**config.mk**
```make
export PLATFORM = sky130hd
export DESIGN_NAME = multicycle_control_unit
export DESIGN_NICKNAME = d
export VERILOG_FILES = /design/src/rtl/multicycle_control_unit.sv
export SDC_FILE = /design/constraint.sdc
export NUM_CORES = 1
export LEC_CHECK = 0
export ABC_AREA = 1
export ABC_CLOCK_PERIOD_IN_PS = 1690
export CAP_MARGIN = 10
export CORE_MARGIN = 4
export CORE_UTILIZATION = 34
export DETAILED_ROUTE_END_ITERATION = 6
export PLACE_DENSITY = 0.81
export SLEW_MARGIN = 20
export SYNTH_ARGS = -nofsm -noshare
export SYNTH_HDL_FRONTEND = slang
export SYNTH_SLANG_ARGS = --single-unit
```
**constraint.sdc**
```tcl
create_clock -name clk -period 1.69 [get_ports clk]
set_clock_uncertainty 0.1 [all_clocks]
set_input_delay 0.169 -clock clk [delete_from_list [all_inputs] [get_ports clk]]
set_output_delay 0.169 -clock clk [all_outputs]
set_load 0.05 [all_outputs]
```
**src/rtl/multicycle_control_unit.sv**
```systemverilog
// multicycle_control_unit
// -----------------------
// Multi-cycle sequencer for the RV32I core datapath. It steps each
// instruction through FETCH, DECODE, EXEC, MEM and WB. It owns the single
// shared memory port handshake and traps on illegal opcodes or memory stalls.
//
// Optional feature macro: RETIRE_COUNTER_EN
//   Defined     : instret counts completed (PC-writing) instructions.
//   Not defined : instret is tied to 0 and no counter flops exist.
//
// Ports:
//   clk, reset              clock, synchronous active-high reset
//   opcode[6:0]             instruction register bits [6:0]
//   branch_taken            comparator result for the current branch
//   mem_ready               memory completes the pending request this cycle
//   mem_req, mem_we         memory request / store select
//   mem_src                 0 = PC (fetch) address, 1 = ALU result address
//   ir_write                latch the fetched word into the IR
//   imm_sel[2:0]            0=I 1=S 2=B 3=U 4=J 7=none
//   alu_src_a, alu_src_b    0 = rs1/rs2, 1 = PC/immediate
//   alu_op[1:0]             0=add 1=funct-decoded 2=pass-B
//   reg_write, wb_sel[1:0]  register write strobe, 0=ALU 1=mem 2=PC+4
//   pc_write, pc_src[1:0]   PC strobe, 0=PC+4 1=PC+imm 2=ALU result
//   state[2:0]              current state, for debug
//   trap, trap_cause[1:0]   sticky fault, 0=none 1=illegal 2=mem timeout
//   instret[31:0]           retired instruction count
module multicycle_control_unit #(
    parameter int MEM_TIMEOUT = 16,
    parameter int TIMEOUT_W   = 5
) (
    input  logic        clk,
    input  logic        reset,
    input  logic [6:0]  opcode,
    input  logic        branch_taken,
    input  logic        mem_ready,
    output logic        mem_req,
    output logic        mem_we,
    output logic        mem_src,
    output logic        ir_write,
    output logic [2:0]  imm_sel,
    output logic        alu_src_a,
    output logic        alu_src_b,
    output logic [1:0]  alu_op,
    output logic        reg_write,
    output logic [1:0]  wb_sel,
    output logic        pc_write,
    output logic [1:0]  pc_src,
    output logic [2:0]  state,
    output logic        trap,
    output logic [1:0]  trap_cause,
    output logic [31:0] instret
);

    typedef enum logic [2:0] {
        FETCH  = 3'd0,
        DECODE = 3'd1,
        EXEC   = 3'd2,
        MEM    = 3'd3,
        WB     = 3'd4,
        TRAP   = 3'd5
    } state_t;

    // The last stalled cycle is the one where the counter already holds
    // MEM_TIMEOUT-1; a mem_ready in that same cycle still completes.
    localparam logic [TIMEOUT_W-1:0] WAIT_LIMIT = TIMEOUT_W'(MEM_TIMEOUT - 1);

    state_t               state_q, next_state;
    logic [TIMEOUT_W-1:0] wait_cnt_q, next_wait;
    logic [1:0]           cause_q, next_cause;

    logic is_load, is_store, is_branch, is_jal, is_jalr, is_opimm, is_lui, is_auipc;
    logic legal;
    logic [2:0] imm_dec;

    logic mem_req_c, mem_we_c, ir_write_c, reg_write_c, pc_write_c;

    // Opcode classification and the immediate format each class uses.
    always_comb begin
        is_load   = (opcode == 7'b0000011);
        is_store  = (opcode == 7'b0100011);
        is_branch = (opcode == 7'b1100011);
        is_jal    = (opcode == 7'b1101111);
        is_jalr   = (opcode == 7'b1100111);
        is_opimm  = (opcode == 7'b0010011);
        is_lui    = (opcode == 7'b0110111);
        is_auipc  = (opcode == 7'b0010111);
        legal     = is_load | is_store | is_branch | is_jal | is_jalr |
                    is_opimm | is_lui | is_auipc;
        imm_dec = 3'd7;
        if (is_opimm || is_load || is_jalr) imm_dec = 3'd0;
        else if (is_store)                  imm_dec = 3'd1;
        else if (is_branch)                 imm_dec = 3'd2;
        else if (is_lui || is_auipc)        imm_dec = 3'd3;
        else if (is_jal)                    imm_dec = 3'd4;
    end

    // Next-state and datapath controls. ALU selects stay valid from EXEC
    // through WB so that JALR's target and the MEM address remain stable.
    always_comb begin
        next_state  = state_q;
        next_cause  = cause_q;
        mem_req_c   = 1'b0;
        mem_we_c    = 1'b0;
        mem_src     = 1'b0;
        ir_write_c  = 1'b0;
        reg_write_c = 1'b0;
        pc_write_c  = 1'b0;
        pc_src      = 2'd0;
        wb_sel      = 2'd0;
        imm_sel     = 3'd7;
        alu_src_a   = 1'b0;
        alu_src_b   = 1'b0;
        alu_op      = 2'd0;

        if (state_q == DECODE || state_q == EXEC || state_q == MEM || state_q == WB)
            imm_sel = imm_dec;

        if (state_q == EXEC || state_q == MEM || state_q == WB) begin
            alu_src_a = is_jal | is_auipc;
            alu_src_b = ~is_branch;
            if (is_lui)        alu_op = 2'd2;
            else if (is_opimm) alu_op = 2'd1;
        end

        case (state_q)
            FETCH: begin
                mem_req_c = 1'b1;
                if (mem_ready) begin
                    ir_write_c = 1'b1;
                    next_state = DECODE;
                end else if (wait_cnt_q == WAIT_LIMIT) begin
                    next_state = TRAP;
                    next_cause = 2'd2;
                end
            end
            DECODE: begin
                if (legal) begin
                    next_state = EXEC;
                end else begin
                    next_state = TRAP;
                    next_cause = 2'd1;
                end
            end
            EXEC: begin
                if (is_branch) begin
                    pc_write_c = 1'b1;
                    pc_src     = branch_taken ? 2'd1 : 2'd0;
                    next_state = FETCH;
                end else if (is_load || is_store) begin
                    next_state = MEM;
                end else begin
                    next_state = WB;
                end
            end
            MEM: begin
                mem_req_c = 1'b1;
                mem_src   = 1'b1;
                mem_we_c  = is_store;
                if (mem_ready) begin
                    if (is_store) begin
                        pc_write_c = 1'b1;
                        next_state = FETCH;
                    end else begin
                        next_state = WB;
                    end
                end else if (wait_cnt_q == WAIT_LIMIT) begin
                    next_state = TRAP;
                    next_cause = 2'd2;
                end
            end
            WB: begin
                reg_write_c = 1'b1;
                pc_write_c  = 1'b1;
                if (is_load)                wb_sel = 2'd1;
                else if (is_jal || is_jalr) wb_sel = 2'd2;
                if (is_jal)       pc_src = 2'd1;
                else if (is_jalr) pc_src = 2'd2;
                next_state = FETCH;
            end
            TRAP: begin
                next_state = TRAP;
            end
            default: begin
                next_state = TRAP;
                next_cause = 2'd1;
            end
        endcase

        // The stall counter only runs while a request is outstanding in one state.
        if (next_state != state_q || mem_ready || !mem_req_c)
            next_wait = '0;
        else
            next_wait = wait_cnt_q + TIMEOUT_W'(1);
    end

    // Sequencer state, stall counter and sticky trap cause.
    always_ff @(posedge clk) begin
        if (reset) begin
            state_q    <= FETCH;
            wait_cnt_q <= '0;
            cause_q    <= 2'd0;
        end else begin
            state_q    <= next_state;
            wait_cnt_q <= next_wait;
            cause_q    <= next_cause;
        end
    end

    // Strobes are suppressed during reset so an abandoned instruction
    // cannot write memory, the register file or the PC.
    assign mem_req    = mem_req_c   & ~reset;
    assign mem_we     = mem_we_c    & ~reset;
    assign ir_write   = ir_write_c  & ~reset;
    assign reg_write  = reg_write_c & ~reset;
    assign pc_write   = pc_write_c  & ~reset;
    assign state      = state_q;
    assign trap       = (state_q == TRAP);
    assign trap_cause = cause_q;

`ifdef RETIRE_COUNTER_EN
    logic [31:0] instret_q;

    // Every instruction completes with exactly one PC write, so that strobe
    // marks retirement; trapped instructions never reach it.
    always_ff @(posedge clk) begin
        if (reset)
            instret_q <= 32'd0;
        else if (pc_write)
            instret_q <= instret_q + 32'd1;
    end

    assign instret = instret_q;
`else
    assign instret = 32'd0;
`endif

endmodule

```
# Yosys cells after proc, flatten, opt, wreduce, memory -nomap -nowiden
# Index checks and enable logic that the tools add are counted.
[word_totals]
regBits = 10
inputBits = 11
out_inout_bits = 55
word_cells = 97
[op_classes]
addsub = 1
eq_ne = 18
n_mux = 41
bitwise = 16
n_reduce_logical = 18
[op_table]
columns = ["cell", "n"]
rows = [
  ["$mux 3", 12],
  ["$mux 2", 11],
  ["$eq 7x7->1 const B", 3],
  ["$pmux 3 s5", 1],
  ["$eq 7x5->1 const B", 2],
  ["$eq 7x6->1 const B", 2],
  ["$mux 1", 14],
  ["$logic_or 1x1->1", 12],
  ["$or 1x1->1", 8],
  ["$eq 7x2->1 const B", 1],
  ["$eq 3x2->1 const B", 2],
  ["$eq 3x3->1 const B", 2],
  ["$pmux 2 s3", 1],
  ["$add 5x1->5 const B", 1],
  ["$and 1x1->1", 5],
  ["$eq 5x4->1 const B", 1],
  ["$ne 2x2->1 const B", 2],
  ["$pmux 2 s2", 1],
  ["$reduce_and 4->1", 1],
  ["$reduce_or 2->1", 2],
  ["$eq 3x1->1 const B", 1],
  ["$logic_not 3->1", 1],
  ["$ne 3x3->1", 1],
  ["$not 1->1", 3],
  ["other kinds (4)", 4],
]

# Depth between registers and ports, before layout
# Gate-level depths: netlist (run 1).
[logic_depth]
word_depth = 14
ltp_mapped = 12
ltp_nobuf = 12

# Worst setup path before layout (run 1)
# Ideal clock, no wire load.
[synth_timing]
kind = "register -> output"
startpoint = "register state_q[2] (netlist: state[2])"
endpoint = "output port pc_src[0]"
t_arrival_ps = 2250
required_time_ps = 1421
slack_ps = -829
stages_incl_launch_ff = 5
path_buffers = 0
cell_sequence = "dfxtp_1 > inv_2 > nor3_1 > inv_1 > o21ai_0"
[synth_via]
elab_chain_cells = 2
elab_cells_between_ends = 3
cone_classes = "eq/ne (2); mux (1)"
[synth_lines]
columns = ["element", "line", "text"]
rows = [
  ["start: declaration", "67", "state_t state_q, next_state;"],
  ["start signal: assignment", "203", "state_q <= next_state;"],
  ["$eq 3x3->1 or $eq 3x2->1 (tied branches)", "125", "case (state_q)"],
  ["$pmux 2 s2 *", "125", ""],
  ["end: declaration", "47", "output logic [1:0] pc_src,"],
]
# Mark *: on every way between the ends. The rest lies on a longest branch, timed or not.

# Worst setup path after layout (run 1)
[layout_timing]
startpoint = "register wait_cnt_q[0]"
endpoint = "register wait_cnt_q[1]"
[layout_via]
elab_chain_cells = 8
elab_cells_between_ends = 10
cone_classes = "add/sub (1); eq/ne (2); mux (4); reduce/logical (3)"
[layout_lines]
columns = ["element", "line", "text"]
rows = [
  ["start: declaration", "68", "logic [TIMEOUT_W-1:0] wait_cnt_q, next_wait;"],
  ["start signal: assignment", "204", "wait_cnt_q <= next_wait;"],
  ["$eq 5x4->1", "131, 166", ""],
  ["$mux 3", "131, 166", ""],
  ["$mux 3 (on tied branches)", "159, 128", ""],
  ["$pmux 3 s5", "125", ""],
  ["$ne 3x3->1", "190", "if (next_state != state_q || mem_ready || !mem_req_c)"],
  ["$logic_or 1x1->1 (2 in series)", "190", ""],
  ["$reduce_or 2->1 (no source line)", "--", ""],
]
# Parallel ways exist; a longest one is shown, timed or not.
# A chain may end at the register's enable or synchronous reset.

==> results_dict.tcl, run 1 <==
set metrics [dict create \
    status "complete, but fails checks" \
    violations "negative setup slack" \
    wl_per_cell_um 13.38 \
    synth-edff-count 0 \
    via_per_inst 4.757 \
    core.rowCount 20 \
    setup_tns_ns -1.471 \
    syn_avg_cell_area_sq_um 6.256 \
    slew_violations 0 \
    htreeDepth 1 \
    worstSkewPairLatency_ns 0.26 \
    yosysUniqueCellTypes 23 \
    synth_flop_cell "dfxtp_1" \
    antenna_found_initial 0 \
    path_buf_inv 0 \
    cp.required_ns 1.79 \
    rsz0062_at_grt "true" \
    ctsHoldBuffers 0 \
    layout_min_cycle_time_ns 1.860 \
    met1_usage 0.1721 \
    power_leakage_nw 0.9845 \
    yosysSeqAreaShare 0.1788 \
    layout_worst_path_cycle_share 1.101 \
    postSynthRegisterBits 10 \
    synth_warnings 0 \
    layout-drive-gt1-share 0.5533 \
    critPathTopFamily "simple AND/OR/NAND/NOR gates" \
    synthArstFlopShare 0 \
    cts_sinks 10 \
    drv_cap 0 \
    startpoint_type "register" \
    synth_commonest_cells "32 x buf_4, 28 x nor2_1, 24 x nand2_1, 19 x inv_1" \
    layout_setup_ws_ns -0.1702 \
    synth.most_common_cell "buf_4" \
    slowest_delay_ns 0.34 \
    p_per_area_mw_per_mm2 540.9 \
    setup-violations-final 18 \
    hold_class "register to register" \
    synthToLayoutAreaGrowth_pct 91.96 \
    yosysTopAreaCell "buf_4" \
    ff2ff_path_depth 10 \
    cts_made_buffers 3 \
    worstSetupPathDepth 10 \
    drc 0 \
    initial_core_util 0.3609 \
    cts_tree "done" \
    max_freq_mhz 537.6 \
    cts_root_buffer "clkbuf_4" \
    coreArea_sq_mm 0.003103 \
    grt_overflow 0 \
    worst_ir_drop_vdd_v 0.0004524 \
    die_w_um 65.39 \
    fp.dieH_um 65.39 \
    synth.top_cell.area_share 0.2145 \
    wl_um 3853 \
    io_pins 66 \
    numPortBuffers 33 \
    antenna_cells 0 \
    drt-initial-drc-count 87 \
    syn-cell-area_sq_mm 0.001120 \
    cp-end-kind "register" \
    grt_pass1_wl_um 5244 \
    path_cells "ha_4, and3_4, ha_4, nor2_4, nor2_1, nor3_1, nand2_1, nand2_1, nand3_4, nor2_1" \
    grt_pass1_vias 1211 \
    path_max_fanout 5 \
    critPathSlowestCell "dfxtp_2" \
    worst_ep_arrival_time_ns 1.96 \
    grt_busiest_layer "met2" \
    min_path_cells 2 \
    clkTransAtPathRegs_ns 0.07 \
    met3_usage 0.01880 \
    grt_max_degree 8 \
    hpwl_um 2496 \
    antenna_left 0 \
    nets 258 \
    globalplace.congestion 0.9076 \
    hold_viol_final 0 \
    syn_inst 179 \
    pre_cts_ws_ns -0.2219 \
    dr_total_vias 1370 \
    synthTopCellsByArea "buf_4 21%, dfxtp_1 18%, nor2_1 9.4%, nand2_1 8.0%, inv_1 6.4%" \
    fp.dieArea_sq_mm 0.004276 \
    use_met2 0.2920 \
    grt_usage 0.1518 \
    first_pass_iters 4 \
    postLayoutCoreUtil 0.6927 \
    clock_path_buffers 2 \
    crit_type "register to register" \
]
[metal layers]
metal,vias to the layer above,wire length [um]
li1,632,-
met1,632,1390
met2,87,2059
met3,19,272
met4,0,130
met5,-,0
[sequential cells by signal, summed over array words and instances, names as in the netlist]
name	flops
wait_cnt_q	5
trap_cause	2
state	3
[repair_timing]
action,4_1_cts,5_1_grt
hold endpoints to repair,0,0
gates resized for setup,28,44
pin swaps,19,27
setup buffers,4,9
endpoints found under the setup margin,24,25
[worst reg2reg max path, delay by kind of cell (launching register included)]
kind	cells	cell delay, ns
flops	1	0.34
fa+ha+maj	2	0.34
simple gates	8	1.03
[metrics by stage]
stage / instances / cell area, sq um / power [mW] / hold slack (ns)
detailed placement: 272 / 1777 / 0.8367 / 0.3778
finish: 288 / 2150 / 1.163 / 0.4014
floorplan: 210 / 1333 / 0.7302 / 0.2867
CTS: 280 / 1897 / 1.053 / 0.3918
global route: 288 / 2150 / 1.214 / 0.4341
global placement: 272 / 1777 / 0.8267 / 0.3634
[layout make-up]
| cell class | instances | area (sq um) |
|---|---|---|
| well taps | 44 | 55.05 |
| flip-flops and latches | 10 | 214.0 |
| repair buffers | 63 | 733.2 |
| clock buffers | 4 | 36.28 |
| multi-input cells | 144 | 1010 |
| fillers | 218 | 953.4 |
| inverters | 23 | 101.3 |
[placed cells by master (no fill, tap or decap), drive strengths merged, types with 2 or more instances in the layout]
cell type	instances
o21ai	6
nor3	9
ha	2
clkdlybuf4s50	2
nand2	31
conb	32
buf	53
dfxtp	10
nor2	34
dlygate4sd2	8
a21oi	11
nand3	15
clkbuf	4
inv	23
[cell families after synthesis]
kind of cell    synth area share
fa+ha+maj                0.02234
buf+inv                   0.2950
xor+xnor                 0.01565
other cells             0.003349
simple gates              0.4056
flops                     0.1788
compound gates           0.07933
[report_power, final]
group,switching (mW),internal [mW]
registers,0.0271,0.253
clock network,0.0826,0.131
logic,0.469,0.201
[worst paths after layout]
kind,slack (ns),from,end
worst max register to register,-0.17,wait_cnt_q[0],wait_cnt_q[1]
worst max-delay path,-0.17,wait_cnt_q[0],wait_cnt_q[1]
worst min register to register,0.40,trap_cause[0],trap_cause[0]
worst min-delay path,0.40,trap_cause[0],trap_cause[0]
Note: power is estimated with default switching activity, not from simulation.
==> run 2: changes to the inputs <==
--- a/config.mk
+++ b/config.mk
@@ -6,13 +6,12 @@
 export NUM_CORES = 1
 export LEC_CHECK = 0
 export ABC_AREA = 1
-export ABC_CLOCK_PERIOD_IN_PS = 1690
+export ABC_CLOCK_PERIOD_IN_PS = 1600
 export CAP_MARGIN = 10
 export CORE_MARGIN = 4
 export CORE_UTILIZATION = 34
 export DETAILED_ROUTE_END_ITERATION = 6
 export PLACE_DENSITY = 0.81
-export SLEW_MARGIN = 20
 export SYNTH_ARGS = -nofsm -noshare
 export SYNTH_HDL_FRONTEND = slang
 export SYNTH_SLANG_ARGS = --single-unit
==> constraint.sdc (replaced) <==
create_clock -name clk -period 1.6 [get_ports clk]
set_clock_uncertainty 0.1 [all_clocks]
set_input_delay 0.16 -clock clk [delete_from_list [all_inputs] [get_ports clk]]
set_output_delay 0.16 -clock clk [all_outputs]
set_load 0.05 [all_outputs]
==> run 2 against run 1 <==
Against the previous run: the run still ends with negative setup slack left; clock-buffer cell count unchanged; worst setup slack worse by 0.048 ns; global-route usage up 2.0 points; via count up 7.5%; critical path type unchanged; critical endpoint unchanged; largest power group unchanged; highest routed layer unchanged.
==> results_dict.tcl, run 2 (same netlist as run 1, synthesis figures left out) <==
set metrics [dict create \
    slew_violations 0 \
    grt_max_degree 11 \
    first_pass_iters 5 \
    layout_min_cycle_time_ns 1.818 \
    use_met2 0.2958 \
    antenna_cells 0 \
    cp.required_ns 1.69 \
    drv_cap 0 \
    setup-violations-final 25 \
    postLayoutCoreUtil 0.7702 \
    wl_per_cell_um 14.93 \
    max_freq_mhz 550.1 \
    worstSkewPairLatency_ns 0.26 \
    startpoint_type "register" \
    seq_area_sq_um 214.0 \
    relSlewSlack 0.6467 \
    worst_ir_drop_vdd_v 0.0006315 \
    multi_input_area_sq_mm 0.001064 \
    coreArea_sq_mm 0.003103 \
    final_common_cell "buf_4" \
    fillers 193 \
    top_register "wait_cnt_q" \
    clkTransAtPathRegs_ns 0.06 \
    hpwl_um 2509 \
    antenna_left 0 \
    layout_worst_path_cycle_share 1.136 \
    grt_usage 0.1723 \
    htreeDepth 1 \
    core.rowCount 20 \
    fp.dieH_um 65.39 \
    status "complete, but fails checks" \
    crit_type "register to register" \
    worst_pin_slew_ns 0.5260 \
    met1_usage 0.2150 \
    drt-initial-drc-count 50 \
    dr_total_vias 1473 \
    grt_pass1_wl_um 5885 \
    layout_setup_ws_ns -0.2178 \
    antenna_found_initial 0 \
    synthToLayoutAreaGrowth_pct 113.4 \
    cts_sinks 10 \
    grt_pass1_vias 1357 \
    setup_tns_ns -3.186 \
    hold_class "register to register" \
    grt_busiest_layer "met2" \
    hold_viol_final 0 \
    io_pins 66 \
    power_leakage_nw 1.110 \
    die_w_um 65.39 \
    numPortBuffers 33 \
    worst_ep_arrival_time_ns 1.91 \
    initial_core_util 0.3609 \
    globalplace.congestion 0.8726 \
    drc 0 \
    clock_path_buffers 2 \
    cts_tree "done" \
    layout-drive-gt1-share 0.6453 \
    final_cell_mix "43 x buf_4, 32 x conb_1, 20 x buf_12" \
    largest_register_ffs 5 \
    rsz0062_at_grt "true" \
    cts_made_buffers 3 \
    met3_usage 0.04103 \
    cp-end-kind "register" \
    cts_root_buffer "clkbuf_4" \
    via_per_inst 4.767 \
    grt_overflow 0 \
    fp.dieArea_sq_mm 0.004276 \
    p_per_area_mw_per_mm2 541.5 \
    violations "negative setup slack" \
    nets 279 \
    wl_um 4614 \
    path_max_fanout 5 \
]
-- run 2: final cells by class --
class,count,area share
clock buffer,4,0.01099
inverter,23,0.04031
multi-input combinational,144,0.4450
sequential,10,0.08953
tap,44,0.02304
timing repair buffer,84,0.3911
-- run 2: worst paths after layout --
kind              endpoint     startpoint  slack [ns]  cells after the start
min reg2reg  trap_cause[0]  trap_cause[0]        0.39                      2
min          trap_cause[0]  trap_cause[0]        0.39                      2
max reg2reg  wait_cnt_q[1]  wait_cnt_q[0]       -0.22                     12
max          wait_cnt_q[1]  wait_cnt_q[0]       -0.22                     12
-- run 2: critical path: stages (launching register included) --
cell	delay [ns]
dfxtp_2	0.33
ha_4	0.16
and3_4	0.15
ha_4	0.18
nand2_4	0.07
nor2_2	0.04
nor2_1	0.10
nand2_1	0.10
nor2_4	0.13
nand2_2	0.06
nand2_2	0.10
nand3_4	0.12
nor2_2	0.12
-- run 2: where the power goes --
part | total (mW) | internal (mW) | switching [mW]
logic | 0.828 | 0.286 | 0.542
clock network | 0.173 | 0.0959 | 0.0767
registers | 0.293 | 0.267 | 0.0261
total | 1.29 | 0.649 | 0.645
-- run 2: routing by layer --
| layer | vias up | wire length, um |
|---|---|---|
| met2 | 77 | 2364 |
| li1 | 674 | - |
| met3 | 14 | 309 |
| met4 | 0 | 104 |
| met5 | - | 0 |
| met1 | 708 | 1836 |
-- run 2: what timing repair did --
item / in CTS / in global routing
setup endpoints to repair: 23 / 26
resized for setup: 45 / 38
pin swaps: 25 / 28
setup buffers: 19 / 11
hold buffers: 0 / 0
-- run 2: metrics by stage --
stage	cells	setup slack [ns]	power (mW)	hold slack [ns]	cell area, sq um
CTS	298	-0.1445	1.165	0.3800	2170
global route	309	-0.3000	1.348	0.4188	2390
floorplan	210	-0.08157	0.7816	0.2771	1404
detailed placement	275	-0.2713	0.9021	0.3645	1883
global placement	275	-0.2548	0.8944	0.3646	1883
finish	309	-0.2178	1.294	0.3936	2390
